[config.mk]
export PLATFORM = sky130hd
export DESIGN_NAME = dmem_arbiter_flat
export DESIGN_NICKNAME = d
export VERILOG_FILES = /design/src/rtl/dmem_arbiter_if.sv /design/src/rtl/dmem_arbiter.sv /design/src/flat_wrapper.sv
export SDC_FILE = /design/constraint.sdc
export NUM_CORES = 1
export LEC_CHECK = 0
export ABC_AREA = 1
export CAP_MARGIN = 20
export CORE_ASPECT_RATIO = 1.25
export CORE_MARGIN = 2
export CORE_UTILIZATION = 41
export DETAILED_ROUTE_END_ITERATION = 10
export GPL_ROUTABILITY_DRIVEN = 0
export GPL_TIMING_DRIVEN = 1
export MAX_ROUTING_LAYER = met4
export PLACE_DENSITY = 0.95
export SETUP_SLACK_MARGIN = 0.1
export SKIP_LAST_GASP = 1
export SYNTH_ARGS = -nofsm -noshare
export SYNTH_HDL_FRONTEND = slang
export SYNTH_SLANG_ARGS = --single-unit
[constraint.sdc]
create_clock -name clk -period 3.2 [get_ports clk]
set_input_delay 0.64 -clock clk [delete_from_list [all_inputs] [get_ports clk]]
set_output_delay 0.64 -clock clk [all_outputs]
set_load 0.03 [all_outputs]
[src/rtl/dmem_arbiter_if.sv]
//------------------------------------------------------------------------------
// dmem_arbiter_if : data/fetch request, response and memory-side bus bundle
// Revision: 1.0
//------------------------------------------------------------------------------
`default_nettype none

interface dmem_arbiter_if #(
   parameter int ADDR_W = 12
);
   logic              d_req_valid;
   logic              d_req_ready;
   logic [31:0]       d_addr;
   logic              d_we;
   logic [31:0]       d_wdata;
   logic [2:0]        d_width;
   logic              d_rsp_valid;
   logic [31:0]       d_rdata;
   logic              d_err;
   logic              f_req_valid;
   logic              f_req_ready;
   logic [31:0]       f_addr;
   logic              f_rsp_valid;
   logic [31:0]       f_rdata;
   logic              m_en;
   logic              m_we;
   logic [3:0]        m_be;
   logic [ADDR_W-3:0] m_addr;
   logic [31:0]       m_wdata;
   logic [31:0]       m_rdata;

   modport slave (
      input  d_req_valid, d_addr, d_we, d_wdata, d_width, f_req_valid, f_addr, m_rdata,
      output d_req_ready, d_rsp_valid, d_rdata, d_err, f_req_ready, f_rsp_valid, f_rdata,
             m_en, m_we, m_be, m_addr, m_wdata
   );

   modport master (
      output d_req_valid, d_addr, d_we, d_wdata, d_width, f_req_valid, f_addr, m_rdata,
      input  d_req_ready, d_rsp_valid, d_rdata, d_err, f_req_ready, f_rsp_valid, f_rdata,
             m_en, m_we, m_be, m_addr, m_wdata
   );
endinterface

`default_nettype wire

[src/rtl/dmem_arbiter.sv]
//------------------------------------------------------------------------------
// dmem_arbiter : single-port memory shared by data port (priority) and fetch
// Revision: 1.0
//------------------------------------------------------------------------------
`default_nettype none

module dmem_arbiter #(
   parameter int ADDR_W       = 12,
   parameter int FETCH_STARVE = 4
) (
   input  logic           clk,
   input  logic           rst_n,
   dmem_arbiter_if.slave  bus
);
   localparam int CNT_W = $clog2(FETCH_STARVE + 1);
   localparam logic [CNT_W-1:0] STARVE_MAX = CNT_W'(FETCH_STARVE);

   logic [CNT_W-1:0] starve_cnt;
   logic             d_illegal, d_misalign, d_bad;
   logic             f_gnt, d_gnt, d_go;
   logic             ld_pend, err_q;
   logic [1:0]       ld_off;
   logic [2:0]       ld_width;
   logic [7:0]       ld_byte;
   logic [15:0]      ld_half;
   logic [31:0]      ld_ext, d_rdata_hold, f_rdata_hold;

   always_comb begin
      d_illegal  = (bus.d_width == 3'b011) || (bus.d_width == 3'b110) || (bus.d_width == 3'b111);
      d_misalign = ((bus.d_width[1:0] == 2'b01) && bus.d_addr[0]) ||
                   ((bus.d_width == 3'b010) && (bus.d_addr[1:0] != 2'b00));
      d_bad      = d_illegal || d_misalign;
      f_gnt      = rst_n && bus.f_req_valid && (!bus.d_req_valid || (starve_cnt == STARVE_MAX));
      d_gnt      = rst_n && bus.d_req_valid && !f_gnt;
      d_go       = d_gnt && !d_bad;
   end

   assign bus.d_req_ready = d_gnt;
   assign bus.f_req_ready = f_gnt;

   // Memory side is driven in the grant cycle; idle cycles present all zeros.
   always_comb begin
      bus.m_en    = f_gnt || d_go;
      bus.m_we    = d_go && bus.d_we;
      bus.m_be    = 4'b0000;
      bus.m_addr  = '0;
      bus.m_wdata = 32'h0;
      if (f_gnt) begin
         bus.m_be   = 4'b1111;
         bus.m_addr = bus.f_addr[ADDR_W-1:2];
      end else if (d_go) begin
         bus.m_addr = bus.d_addr[ADDR_W-1:2];
         bus.m_be   = 4'b1111;
         if (bus.d_we) begin
            case (bus.d_width[1:0])
               2'b00: begin
                  bus.m_be    = 4'b0001 << bus.d_addr[1:0];
                  bus.m_wdata = {4{bus.d_wdata[7:0]}};
               end
               2'b01: begin
                  bus.m_be    = bus.d_addr[1] ? 4'b1100 : 4'b0011;
                  bus.m_wdata = {2{bus.d_wdata[15:0]}};
               end
               default: bus.m_wdata = bus.d_wdata;
            endcase
         end
      end
   end

   always_comb begin
      case (ld_off)
         2'b00:   ld_byte = bus.m_rdata[7:0];
         2'b01:   ld_byte = bus.m_rdata[15:8];
         2'b10:   ld_byte = bus.m_rdata[23:16];
         default: ld_byte = bus.m_rdata[31:24];
      endcase
      ld_half = ld_off[1] ? bus.m_rdata[31:16] : bus.m_rdata[15:0];
      case (ld_width)
         3'b000:  ld_ext = {{24{ld_byte[7]}}, ld_byte};
         3'b001:  ld_ext = {{16{ld_half[15]}}, ld_half};
         3'b100:  ld_ext = {24'h0, ld_byte};
         3'b101:  ld_ext = {16'h0, ld_half};
         default: ld_ext = bus.m_rdata;
      endcase
   end

   // Read data only exists in the pulse cycle; the hold registers keep it afterwards.
   assign bus.d_rdata = bus.d_rsp_valid ? (ld_pend ? ld_ext : 32'h0) : d_rdata_hold;
   assign bus.f_rdata = bus.f_rsp_valid ? bus.m_rdata : f_rdata_hold;
   assign bus.d_err   = err_q;

   always_ff @(posedge clk or negedge rst_n) begin
      if (!rst_n) begin
         starve_cnt      <= '0;
         bus.d_rsp_valid <= 1'b0;
         bus.f_rsp_valid <= 1'b0;
         err_q           <= 1'b0;
         ld_pend         <= 1'b0;
         ld_off          <= 2'b00;
         ld_width        <= 3'b000;
         d_rdata_hold    <= 32'h0;
         f_rdata_hold    <= 32'h0;
      end else begin
         if (f_gnt || !bus.f_req_valid) begin
            starve_cnt <= '0;
         end else if (d_go && (starve_cnt != STARVE_MAX)) begin
            starve_cnt <= starve_cnt + 1'b1;
         end
         bus.d_rsp_valid <= d_gnt;
         bus.f_rsp_valid <= f_gnt;
         err_q           <= d_gnt && d_bad;
         ld_pend         <= d_go && !bus.d_we;
         ld_off          <= bus.d_addr[1:0];
         ld_width        <= bus.d_width;
         d_rdata_hold    <= bus.d_rdata;
         f_rdata_hold    <= bus.f_rdata;
      end
   end
endmodule

`default_nettype wire
[src/flat_wrapper.sv]
// flat-port wrapper written by rule: the top's interface ports become plain ports
module dmem_arbiter_flat 
#(
   parameter int ADDR_W       = 12,
   parameter int FETCH_STARVE = 4
)
  (clk, rst_n, bus_d_req_valid, bus_d_addr, bus_d_we, bus_d_wdata, bus_d_width, bus_f_req_valid, bus_f_addr, bus_m_rdata, bus_d_req_ready, bus_d_rsp_valid, bus_d_rdata, bus_d_err, bus_f_req_ready, bus_f_rsp_valid, bus_f_rdata, bus_m_en, bus_m_we, bus_m_be, bus_m_addr, bus_m_wdata);
  dmem_arbiter_if #(.ADDR_W(ADDR_W)) bus_i ();
  input  logic clk;
  input  logic rst_n;
  input wire logic [$bits(bus_i.d_req_valid)-1:0] bus_d_req_valid;
  input wire logic [$bits(bus_i.d_addr)-1:0] bus_d_addr;
  input wire logic [$bits(bus_i.d_we)-1:0] bus_d_we;
  input wire logic [$bits(bus_i.d_wdata)-1:0] bus_d_wdata;
  input wire logic [$bits(bus_i.d_width)-1:0] bus_d_width;
  input wire logic [$bits(bus_i.f_req_valid)-1:0] bus_f_req_valid;
  input wire logic [$bits(bus_i.f_addr)-1:0] bus_f_addr;
  input wire logic [$bits(bus_i.m_rdata)-1:0] bus_m_rdata;
  output wire logic [$bits(bus_i.d_req_ready)-1:0] bus_d_req_ready;
  output wire logic [$bits(bus_i.d_rsp_valid)-1:0] bus_d_rsp_valid;
  output wire logic [$bits(bus_i.d_rdata)-1:0] bus_d_rdata;
  output wire logic [$bits(bus_i.d_err)-1:0] bus_d_err;
  output wire logic [$bits(bus_i.f_req_ready)-1:0] bus_f_req_ready;
  output wire logic [$bits(bus_i.f_rsp_valid)-1:0] bus_f_rsp_valid;
  output wire logic [$bits(bus_i.f_rdata)-1:0] bus_f_rdata;
  output wire logic [$bits(bus_i.m_en)-1:0] bus_m_en;
  output wire logic [$bits(bus_i.m_we)-1:0] bus_m_we;
  output wire logic [$bits(bus_i.m_be)-1:0] bus_m_be;
  output wire logic [$bits(bus_i.m_addr)-1:0] bus_m_addr;
  output wire logic [$bits(bus_i.m_wdata)-1:0] bus_m_wdata;
  assign bus_i.d_req_valid = bus_d_req_valid;
  assign bus_i.d_addr = bus_d_addr;
  assign bus_i.d_we = bus_d_we;
  assign bus_i.d_wdata = bus_d_wdata;
  assign bus_i.d_width = bus_d_width;
  assign bus_i.f_req_valid = bus_f_req_valid;
  assign bus_i.f_addr = bus_f_addr;
  assign bus_i.m_rdata = bus_m_rdata;
  assign bus_d_req_ready = bus_i.d_req_ready;
  assign bus_d_rsp_valid = bus_i.d_rsp_valid;
  assign bus_d_rdata = bus_i.d_rdata;
  assign bus_d_err = bus_i.d_err;
  assign bus_f_req_ready = bus_i.f_req_ready;
  assign bus_f_rsp_valid = bus_i.f_rsp_valid;
  assign bus_f_rdata = bus_i.f_rdata;
  assign bus_m_en = bus_i.m_en;
  assign bus_m_we = bus_i.m_we;
  assign bus_m_be = bus_i.m_be;
  assign bus_m_addr = bus_i.m_addr;
  assign bus_m_wdata = bus_i.m_wdata;
  dmem_arbiter #(.ADDR_W(ADDR_W), .FETCH_STARVE(FETCH_STARVE)) u_core (.clk(clk), .rst_n(rst_n), .bus(bus_i));
endmodule
# --- Yosys cells after proc, flatten, opt, wreduce, memory -nomap -nowiden ---
# Cells that the tools add are included.
op_classes:
  add_sub_neg: 1
  n_eq_ne: 12
  n_shift: 1
  mux: 19
  reduce_logical: 28
ops:
  columns: ["op", "count"]
  rows:
  - ["$mux W32", 6]
  - ["$pmux W32 S4", 1]
  - ["$pmux W32 S2", 1]
  - ["$pmux W8 S3", 1]
  - ["$mux W10", 2]
  - ["$mux W16", 1]
  - ["$mux W4", 4]
  - ["$eq A3 B3 Y1 const B", 5]
  - ["$logic_and A1 B1 Y1", 11]
  - ["$pmux W4 S2", 1]
  - ["$logic_or A1 B1 Y1", 7]
  - ["$eq A3 B2 Y1 const B", 2]
  - ["$mux W3", 2]
  - ["$logic_not A1 Y1", 5]
  - ["$eq A2 B1 Y1 const B", 2]
  - ["$logic_not A2 Y1", 2]
  - ["$reduce_bool A2 Y1", 2]
  - ["$shl A1 B2 Y4 const A", 1]
  - ["$add A3 B1 Y3 const B", 1]
  - ["$eq A3 B1 Y1 const B", 1]
  - ["$logic_not A3 Y1", 1]
  - ["$ne A3 B3 Y1 const B", 1]
  - ["$eq A2 B2 Y1 const B", 1]
word_totals:
  regBits: 76
  out_inout_bits: 117
  wordCells: 70

# --- Depth between registers and ports, before layout ---
# Gate-level depths: netlist (run 1).
logic_depth:
  word_depth: 9
  depth_mapped: 10
  ltp_nobuf: 10

# --- Worst setup path before layout (run 1) ---
# Ideal clock, no wire load.
synth_timing:
  path_kind: "input to output"
  from: "in bus_d_width[0]"
  to: "out bus_m_wdata[10]"
  arrival_ns: 1.942
  slack_ns: 0.618
  cell_stages: 8
  path_cell_list: "nor2_2 > nand2_1 > nand2_1 > nand2_2 > nor2_8 > inv_2 > buf_6 > nor3_1"
synth_via:
  elab_chain_cells: 8
  elab_cells_between_ends: 18
  cone_classes: "eq/ne (5); mux (4); reduce/logical (9)"
synth_lines:
  columns: ["element", "line", "text"]
  rows:
  - ["from (decl)", "flat_wrapper.sv:15", "input wire logic [$bits(bus_i.d_width)-1:0] bus_d_width;"]
  - ["$eq A3 B2 Y1 (tied with other cells)", "dmem_arbiter.sv:29", "d_illegal = (bus.d_width == 3'b011) || (bus.d_width == 3'b110) || (bus.d_width == 3'b111);"]
  - ["$logic_or A1 B1 Y1 (tied with other cells)", "dmem_arbiter.sv:29", null]
  - ["$logic_or A1 B1 Y1, on equally long branches", "dmem_arbiter.sv:29, dmem_arbiter.sv:30", null]
  - ["$logic_or A1 B1 Y1", "dmem_arbiter.sv:32", "d_bad = d_illegal || d_misalign;"]
  - ["$logic_not A1 Y1", "dmem_arbiter.sv:35", "d_go = d_gnt && !d_bad;"]
  - ["$logic_and A1 B1 Y1", "dmem_arbiter.sv:35", null]
  - ["$mux W32 (*)", "dmem_arbiter.sv:51", "end else if (d_go) begin"]
  - ["$mux W32 (*)", "dmem_arbiter.sv:48", "if (f_gnt) begin"]
  - ["to (decl)", "flat_wrapper.sv:30", "output wire logic [$bits(bus_i.m_wdata)-1:0] bus_m_wdata;"]
# Every way passes the cells marked *; elsewhere a longest branch is shown, timed or not.

# --- Worst setup path after layout (run 1) ---
layout_timing:
  from: "in bus_d_width[0]"
  to: "out bus_m_wdata[27]"
# The elaborated chain is that of the path after synthesis.

==> results by stage, run 1 <==
Floorplan:
- The area enclosed by the die boundary is 0.01099 sq mm.
- The top-level port count is 253.
- The area of the core region is 0.01000 sq mm.
- The die is 94.17 microns wide.
- The floorplan has 41 rows.
- The die is 116.7 microns tall.
- The starting utilization of the core area is 0.4165.

Setup path:
- The launch point of the worst path is bus_d_width[0].
- The cell at the slowest stage of the critical path is clkdlybuf4s50_1.
- The start-to-end type of the worst setup path is in -> out.
- The instance count on the critical path is 9.
- The worst register-to-register path ends at u_core.d_rdata_hold[30].
- The logic depth of the worst register-to-register path is 8.
- Traced cell by cell, the critical path runs through clkdlybuf4s50_1 -> nor2_2 -> nand2_1 -> nand2_1 -> nand2_2 -> nor2_8 -> nand2_4 -> nor2_1 -> buf_12.
- Along the worst path, the maximum fanout reaches 25.
- STA puts the critical path data required time at 2560 ps.
- STA classifies the critical path startpoint as an input port.
- Among cell families on the critical path, the largest total delay comes from simple AND/OR/NAND/NOR gates.
- The type of element capturing the critical path is an output pin.
- On the worst path, the slowest cell contributes a delay of 520 ps.
- Data arrives at the worst endpoint at 2350 ps.
- The register-to-register path setup slack is 1510 ps.
- In this run the critical register-to-register path is launched from u_core.ld_off[1].
- The critical path ends at bus_m_wdata[27].
- The count of buffering cells on the critical path with inverters included is 2.
- The cell type with the highest occurrence count on the critical path is nand2_1.

Logic synthesis:
- The cell count after synthesis is 574.
- The share of the Yosys chip area taken by registers is 0.4565.
- The post-synthesis average cell area is 7.259 sq um.
- The synthesized netlist contains 26 unique library cells.
- The most common flop cell mapped by yosys is dfrtp_1.
- The number of flops mapped to enable cells by yosys is 0.
- When the netlist entered floorplanning its net count stood at 712.
- The Yosys step of the flow raised 0 warnings.
- The fraction of registers with async set/reset is 1.000.
- The cell area that synthesis handed to floorplanning was 0.004166 sq mm.
- The flip-flop and latch count after synthesis is 76.

CTS:
- For this design, the CTS-stage hold fixing added 0 buffers.
- The CTS tree is built.
- The cell sitting at the root of the clock tree is a clkbuf_16.
- The number of CTS-inserted buffers is 9.
- The source-to-sink clock delay at the later pin of the worst-skew pair is 340 ps.
- The longest clock path from root to sink contains 2 buffers.
- The CTS sink count is 76.
- The clock edge transition at the registers on the reported setup and hold paths is 60 ps.
- The H-tree depth reported by CTS is 3.
- The number of setup buffers added after CTS is 0.

Routing:
- The final layout contains routed wiring with a total length of 14630 microns.
- The first-pass iteration count of the detailed router is 5.
- After detailed routing, the number of vias per cell comes to 5.181.
- After detailed routing, the wire length on met1 is 5257 microns.
- Detailed routing inserted a total of 4730 vias.
- Routed signal wires occupy layers up through met4.
- The detailed route wirelength on metal3 is 1238 microns.
- Wire segments on met2 add up to 7601 microns in the final route.
- After detailed routing, the number of remaining DRC violations is 0.
- Once detail routing completed, the nets flagged for antenna violations numbered 0.
- The violation count after the first detailed-routing iteration is 197.
- After detailed routing, the average wire length per cell comes to 16.03 microns.

Power:
- The relative contribution of combinational cells to total power is 0.291.
- The proportion of power drawn by the clock network is 0.340.
- For this design the ratio of total power to cell area is 438.7 mW/mm^2.
- The leakage component of the power is 3.405 nW.
- The total power of the final layout is 0.002915 W.
- The internal power is 0.002006 W.
- The share of total power dissipated in sequential elements is 0.370.
- Of the total power, the share spent switching nets is 0.3118.
- The worst-case IR drop observed on VDD is 0.0001998 V.
- Summed over all nets, the switching power comes to 0.0009091 W.

STA:
- Across all hold checks on the routed design, the worst slack comes to 339.9 ps.
- The final worst setup slack is 209.1 ps.
- The setup TNS is 0 ps.
- The minimum clock period is 2991 ps.
- At the pin with the least slew margin, the transition time is 688.8 ps.
- Setup repair after global routing could not meet its margin everywhere.
- Dividing the final minimum period by the clock period gives 0.9346.
- For the final database, setup skew stands at 8.073 ps.
- The worst relative slew slack is 0.5408.
- Static timing analysis puts the maximum clock frequency at 334.4 MHz.
- The final number of max-transition violations is 0.
- The final-report hold violation count was 0.
- The number of setup violations in the final report is 0.

Final layout:
- The area of all placed cells without fillers is 0.006645 sq mm.
- In the final design database the tool counted 917 nets.
- In the final layout, the share of cells above drive strength 1 is 0.1658.
- The count of filler cells inserted in the layout is 779.
- The antenna diode instance count is 0.
- The area of all sequential standard cells is 0.001903 sq mm.
- The area of the multi-input gates is 0.001928 sq mm.
- The area growth from synthesis to layout is 59.49%.

Place:
- The worst setup slack before clock tree synthesis is 174.2 ps.
- Port buffering added 210 buffers.
- The HPWL after detailed placement is 11140 microns.
- Once placement finished, the instance area stood at 0.006330 sq mm.

GRT:
- The largest net degree at the start of global routing is 55.
- The via count of the first global-routing pass is 4568.
- In the global route stage, overall resource usage came out at 0.2741.
- The first global-routing pass estimated 22300 microns of wire.
- After global routing the overflow that remains totals 0.
- The number of antenna violations at the first check in global routing is 0.

Hold path:
- The path class of the tightest hold or removal check is in -> async.

Run status:
- The run finished with clean final reports.

Run:
- Across the run, the number of max-cap violations was 0.
[how the worst min path moves through the flow]
stage | startpoint | endpoint | slack [ps] | depth (start not counted)
global placement | u_core.d_rdata_hold[2] | u_core.d_rdata_hold[2] | 460 | 2
CTS | rst_n | u_core.d_rdata_hold[13] | 350 | 2
detailed placement | u_core.d_rdata_hold[7] | u_core.d_rdata_hold[7] | 460 | 2
global route | rst_n | u_core.d_rdata_hold[13] | 360 | 2
finish | rst_n | u_core.d_rdata_hold[19] | 340 | 2
floorplan | rst_n | u_core.bus.d_err | 340 | 0
[per-layer routing]
layer | GRT usage | vias up
met3 | 0.06194 | 41
met4 | 0.1314 | 0
met2 | 0.4871 | 269
li1 | - | 2245
met1 | 0.2862 | 2175
met5 | - | -
[cell usage after synthesis (6+ instances only)]
master,instances,share of area
a21oi_1,60,0.072
buf_2,6,0.0072
clkbuf_1,16,0.014
dfrtp_1,76,0.46
inv_1,49,0.044
mux2_2,8,0.022
nand2_1,182,0.16
nand3_1,23,0.028
nor2_1,68,0.061
nor3_1,9,0.011
o21ai_0,37,0.044
o221ai_1,8,0.017
[sequential cells by signal, indices dropped and copies added, names as in the netlist]
register and flops:
u_core.d_rdata_hold 32, u_core.f_rdata_hold 32, u_core.ld_width 3, u_core.starve_cnt 3
u_core.ld_off 2, u_core.bus.d_err 1, u_core.bus.d_rsp_valid 1, u_core.bus.f_rsp_valid 1
u_core.ld_pend 1
[layout by cell type, fill, tap and decap left out, types with 4 or more instances in the layout]
cell	Yosys	routed
nand2_1	182	181
clkdlybuf4s50_1	0	133
buf_4	2	78
dfrtp_1	76	75
nor2_1	68	68
a21oi_1	60	60
inv_1	49	49
o21ai_0	37	37
nand3_1	23	23
buf_12	0	11
clkbuf_16	0	9
mux2_2	8	8
o221ai_1	8	8
nor3_1	9	8
nand2_2	4	4
nand4_1	4	4
clkbuf_8	0	4
[repair_timing]
action | CTS | global route
setup endpoints to repair | 0 | 13
hold endpoints to repair | 0 | 0
gates resized for setup | 0 | 5
[metrics by stage]
step	util	std cells
after detailed placement	0.6328	897
after floorplan	-	574
after global placement	0.6328	897
after global routing	0.6643	913
final	0.6643	913
after CTS	0.6627	913
[cell families (layout without fill, tap and decap cells)]
kind of cell	count (synthesis)	in the layout	synth area share
flip-flops	76	76	0.4565
multiplexers	8	8	0.02162
adder cells (fa/ha/maj)	2	2	0.006005
buffers and inverters	83	293	0.08378
AND/OR/NAND/NOR	296	296	0.2913
AO/OA/AOI/OAI	108	108	0.1387
XOR/XNOR	1	1	0.002102
[power by group through the flow]
stage	Combinational, W	Sequential, W	Clock, W
after CTS	0.000848	0.00108	0.00100
after global placement	0.000830	0.00109	0
after floorplan	0.000439	0.00108	0
final	0.000847	0.00108	0.000990
after detailed placement	0.000843	0.00109	0
after global routing	0.000906	0.00108	0.00104
[layout make-up]
class,instances,area share
Clock buffer,13,0.04218
Clock inverter,3,0.002824
Inverter,54,0.03069
Multi-Input combinational cell,415,0.2902
Sequential cell,76,0.2864
Tap cell,129,0.02429
Timing Repair Buffer,223,0.3235
(Power assumes the default switching activity.)
==> run 2: changes to the inputs <==
==> constraint.sdc (replaced) <==
create_clock -name clk -period 3.2 [get_ports clk]
set_input_delay 0.96 -clock clk [delete_from_list [all_inputs] [get_ports clk]]
set_output_delay 0.96 -clock clk [all_outputs]
set_load 0.03 [all_outputs]
==> run 2 against run 1 <==
Against the previous run:
- largest cell class unchanged
- via count rose by 17%
- clock skew fell by 3.3 ps
- clock-buffer cell count fell by 1
- cell area rose by 19%
- worst setup slack got worse by 290 ps
- wire length rose by 30%
- core utilization rose by 13 points
- the flow now finishes with violations (negative setup slack)
- critical path depth fell by 1
- power rose by 12%
- register-to-register slack got worse by 210 ps
- sequential power barely moved
==> results by stage, run 2 (same netlist as run 1, synthesis figures left out) <==
STA:
- The highest attainable clock frequency is 305.0 MHz.
- The final worst setup slack is -78.34 ps.
- The final period utilization is 1.024.
- Setup repair after global routing could not meet its margin everywhere.
- The worst relative slew slack is 0.6631.
- Setup violations remaining at the end of the flow were counted as 2.
- The minimum clock period is 3278 ps.
- Setup total negative slack on the finished layout was measured at -104.9 ps.
- The final-report hold violation count came to 0.
- For the final database, setup skew stands at 4.749 ps.
- The final number of max-transition violations came to 0.
- The slew at the pin with the worst max-slew slack is 505.4 ps.

Place:
- Once detailed placement completed, the half-perimeter wirelength came to 11520 microns.
- The count of port buffers added during placement is 210.

CTS:
- The H-tree depth reported by CTS is 3.
- The CTS root buffer is clkbuf_16.
- The number of CTS-inserted buffers is 9.
- TritonCTS built the clock tree.
- After clock tree synthesis, the clock-pin slew on the worst setup and hold paths is 60 ps.
- The CTS sink count is 76.
- No sink is reached through more buffers than the 2 on the longest clock path.
- The source-to-sink clock delay at the later pin of the worst-skew pair is 340 ps.

Floorplan:
- 253 I/O pins were placed.
- From left edge to right edge, the die measures 94.17 microns.
- The area of the core region is 0.01000 sq mm.
- The starting utilization of the core area is 0.4165.
- The area enclosed by the die boundary is 0.01099 sq mm.
- The number of rows created at floorplan is 41.
- The floorplan step set the die height to 116.7 microns.

Final layout:
- In the final layout, the share of cells above drive strength 1 is 0.3977.
- The largest registers in the layout are u_core.d_rdata_hold: 32 flops, u_core.f_rdata_hold: 32 flops.
- Relative to the synthesized area, the layout overhead comes to 90.06%.
- For this run, the share of the core covered by cells in the final layout is 0.7916.
- The library cell used most frequently in the layout, excluding fill and tap cells, is nand2_1.
- The number of nets in the layout is 993.
- In the layout the commonest cells are 149 x nand2_1, 137 x buf_4, 76 x clkdlybuf4s50_1, 75 x dfrtp_1, 58 x nor2_1.

Power:
- The internal portion of the total power is 0.002245 W.
- The power per unit of standard cell area is 411.4 mW/mm^2.
- The leakage component of the power is 4.023 nW.
- Of the total power, combinational logic draws 0.324.
- For this design the total switching power over the nets is 0.001012 W.
- The share of total power in sequential cells is 0.332.
- The share of total power dissipated in the clock network is 0.344.
- The largest vdd supply drop is 0.0002140 V.
- The switching share of total power is 0.3107.

GRT:
- The first-pass GRT wire length is 25710 microns.
- In the global route stage, overall resource usage came out at 0.3161.
- The largest net degree at the start of global routing is 49.
- The number of antenna violations at the first check in global routing came to 1.
- The total overflow left after global routing is 0.
- The via count of the first global-routing pass is 5364.

Run status:
- The final reports fail on negative setup slack.
- The run finished, with violations left.

Routing:
- The first-pass iteration count of the detailed router is 7.
- After the first detailed-routing iteration, the DRC count stood at 473.
- Across all layers, the routed design uses 5524 vias.
- The total wire length after detailed routing is 19000 microns.
- After detailed routing, the number of vias per cell comes to 5.580.
- The wire length per cell is 19.19 microns.
- The count of unresolved DRC violations after routing is 0.
- Once detail routing completed, the nets flagged for antenna violations numbered 0.

Setup path:
- The critical path is of the in -> out type.
- The critical path goes through clkdlybuf4s50_1 -> nand2_1 -> nand2_2 -> a21oi_2 -> nand2_1 -> nand3_2 -> nand2_2 -> buf_12.
- Among all stages on the critical path, the largest delay is contributed by clkdlybuf4s50_1.
- The critical path launch point type is an input port.
- The count of buffering cells on the critical path with inverters included is 2.
- At the worst endpoint, the required time is 2240 ps.
- The largest fanout on the critical path is 2.
- The cell family contributing the most delay on the critical path is buffers and inverters.
- The highest cell delay on the worst timing path is 480 ps.
- The type of element capturing the critical path is an output pin.
- The arrival time at the worst endpoint is 2320 ps.

Run:
- The max capacitance violation total is 0.

Hold path:
- The worst min-delay path category is reg -> reg.
-- run 2: path summary, 6_finish.rpt --
kind | start | end | slack [ps] | cells after the start
min reg2reg | u_core.f_rdata_hold[0] | u_core.f_rdata_hold[0] | 500 | 1
max in group asynchronous | rst_n | u_core.f_rdata_hold[13] | 1580 | 3
max | bus_m_rdata[27] | bus_d_rdata[3] | -80 | 8
min | u_core.f_rdata_hold[0] | u_core.f_rdata_hold[0] | 500 | 1
min in group asynchronous | rst_n | u_core.d_rdata_hold[18] | 730 | 2
max reg2reg | u_core.ld_off[1] | u_core.d_rdata_hold[9] | 1300 | 9
-- run 2: routing by layer --
layer,global-route usage,part of all wire,vias up,wire [microns]
li1,-,-,2405,-
met1,0.3215,0.32,2539,6128
met2,0.5710,0.52,453,9871
met3,0.06194,0.096,127,1822
met4,0.1671,0.062,0,1173
met5,-,0,-,0
-- run 2: area by class of cell --
| class | count | area [sq um] |
|---|---|---|
| clock inverters | 4 | 70.07 |
| repair buffers | 296 | 2980 |
| flip-flops and latches | 76 | 1903 |
| well taps | 129 | 161.4 |
| clock buffers | 12 | 266.5 |
| fillers | 564 | 2085 |
| repair inverters | 1 | 8.758 |
| multi-input cells | 417 | 2305 |
| diodes | 1 | 2.502 |
| inverters | 54 | 221.5 |
-- run 2: through the flow --
step           instance area, sq um  cells  setup slack, ps  hold WS, ps  power [W]
2_1_floorplan                  4172    574           -22.42        494.6   0.001524
6_report                       7919    990           -78.34        496.9   0.003257
3_5_place_dp                   6780    936           -335.2        469.6   0.002023
4_1_cts                        7619    982            97.88        491.5   0.003200
3_3_place_gp                   6780    936           -301.1        461.5   0.002004
5_1_grt                        7919    990           -90.57        507.6   0.003371
-- run 2: power by group through the flow --
| stage | Combinational (W) | Sequential (W) | Clock (W) |
|---|---|---|---|
| after floorplan | 0.000439 | 0.00108 | 0 |
| after global placement | 0.000919 | 0.00109 | 0 |
| after detailed placement | 0.000933 | 0.00109 | 0 |
| after CTS | 0.000992 | 0.00107 | 0.00113 |
| after global routing | 0.00110 | 0.00108 | 0.00118 |
| final | 0.00106 | 0.00108 | 0.00112 |
-- run 2: timing repair --
| action | CTS | global route |
|---|---|---|
| cloned | 3 | 1 |
| hold buffers | 0 | 0 |
| endpoints found under the setup margin | 79 | 69 |
| endpoints found under the hold margin | 0 | 0 |
| setup buffers | 27 | 6 |
| resized for setup | 125 | 91 |
| pin swaps | 19 | 40 |
==> run 3: changes to the inputs <==
SLEW_MARGIN = 20   (was not set)
==> results of run 3 <==
Same layout as run 2: the final DEF is identical, and so are final timing and power.
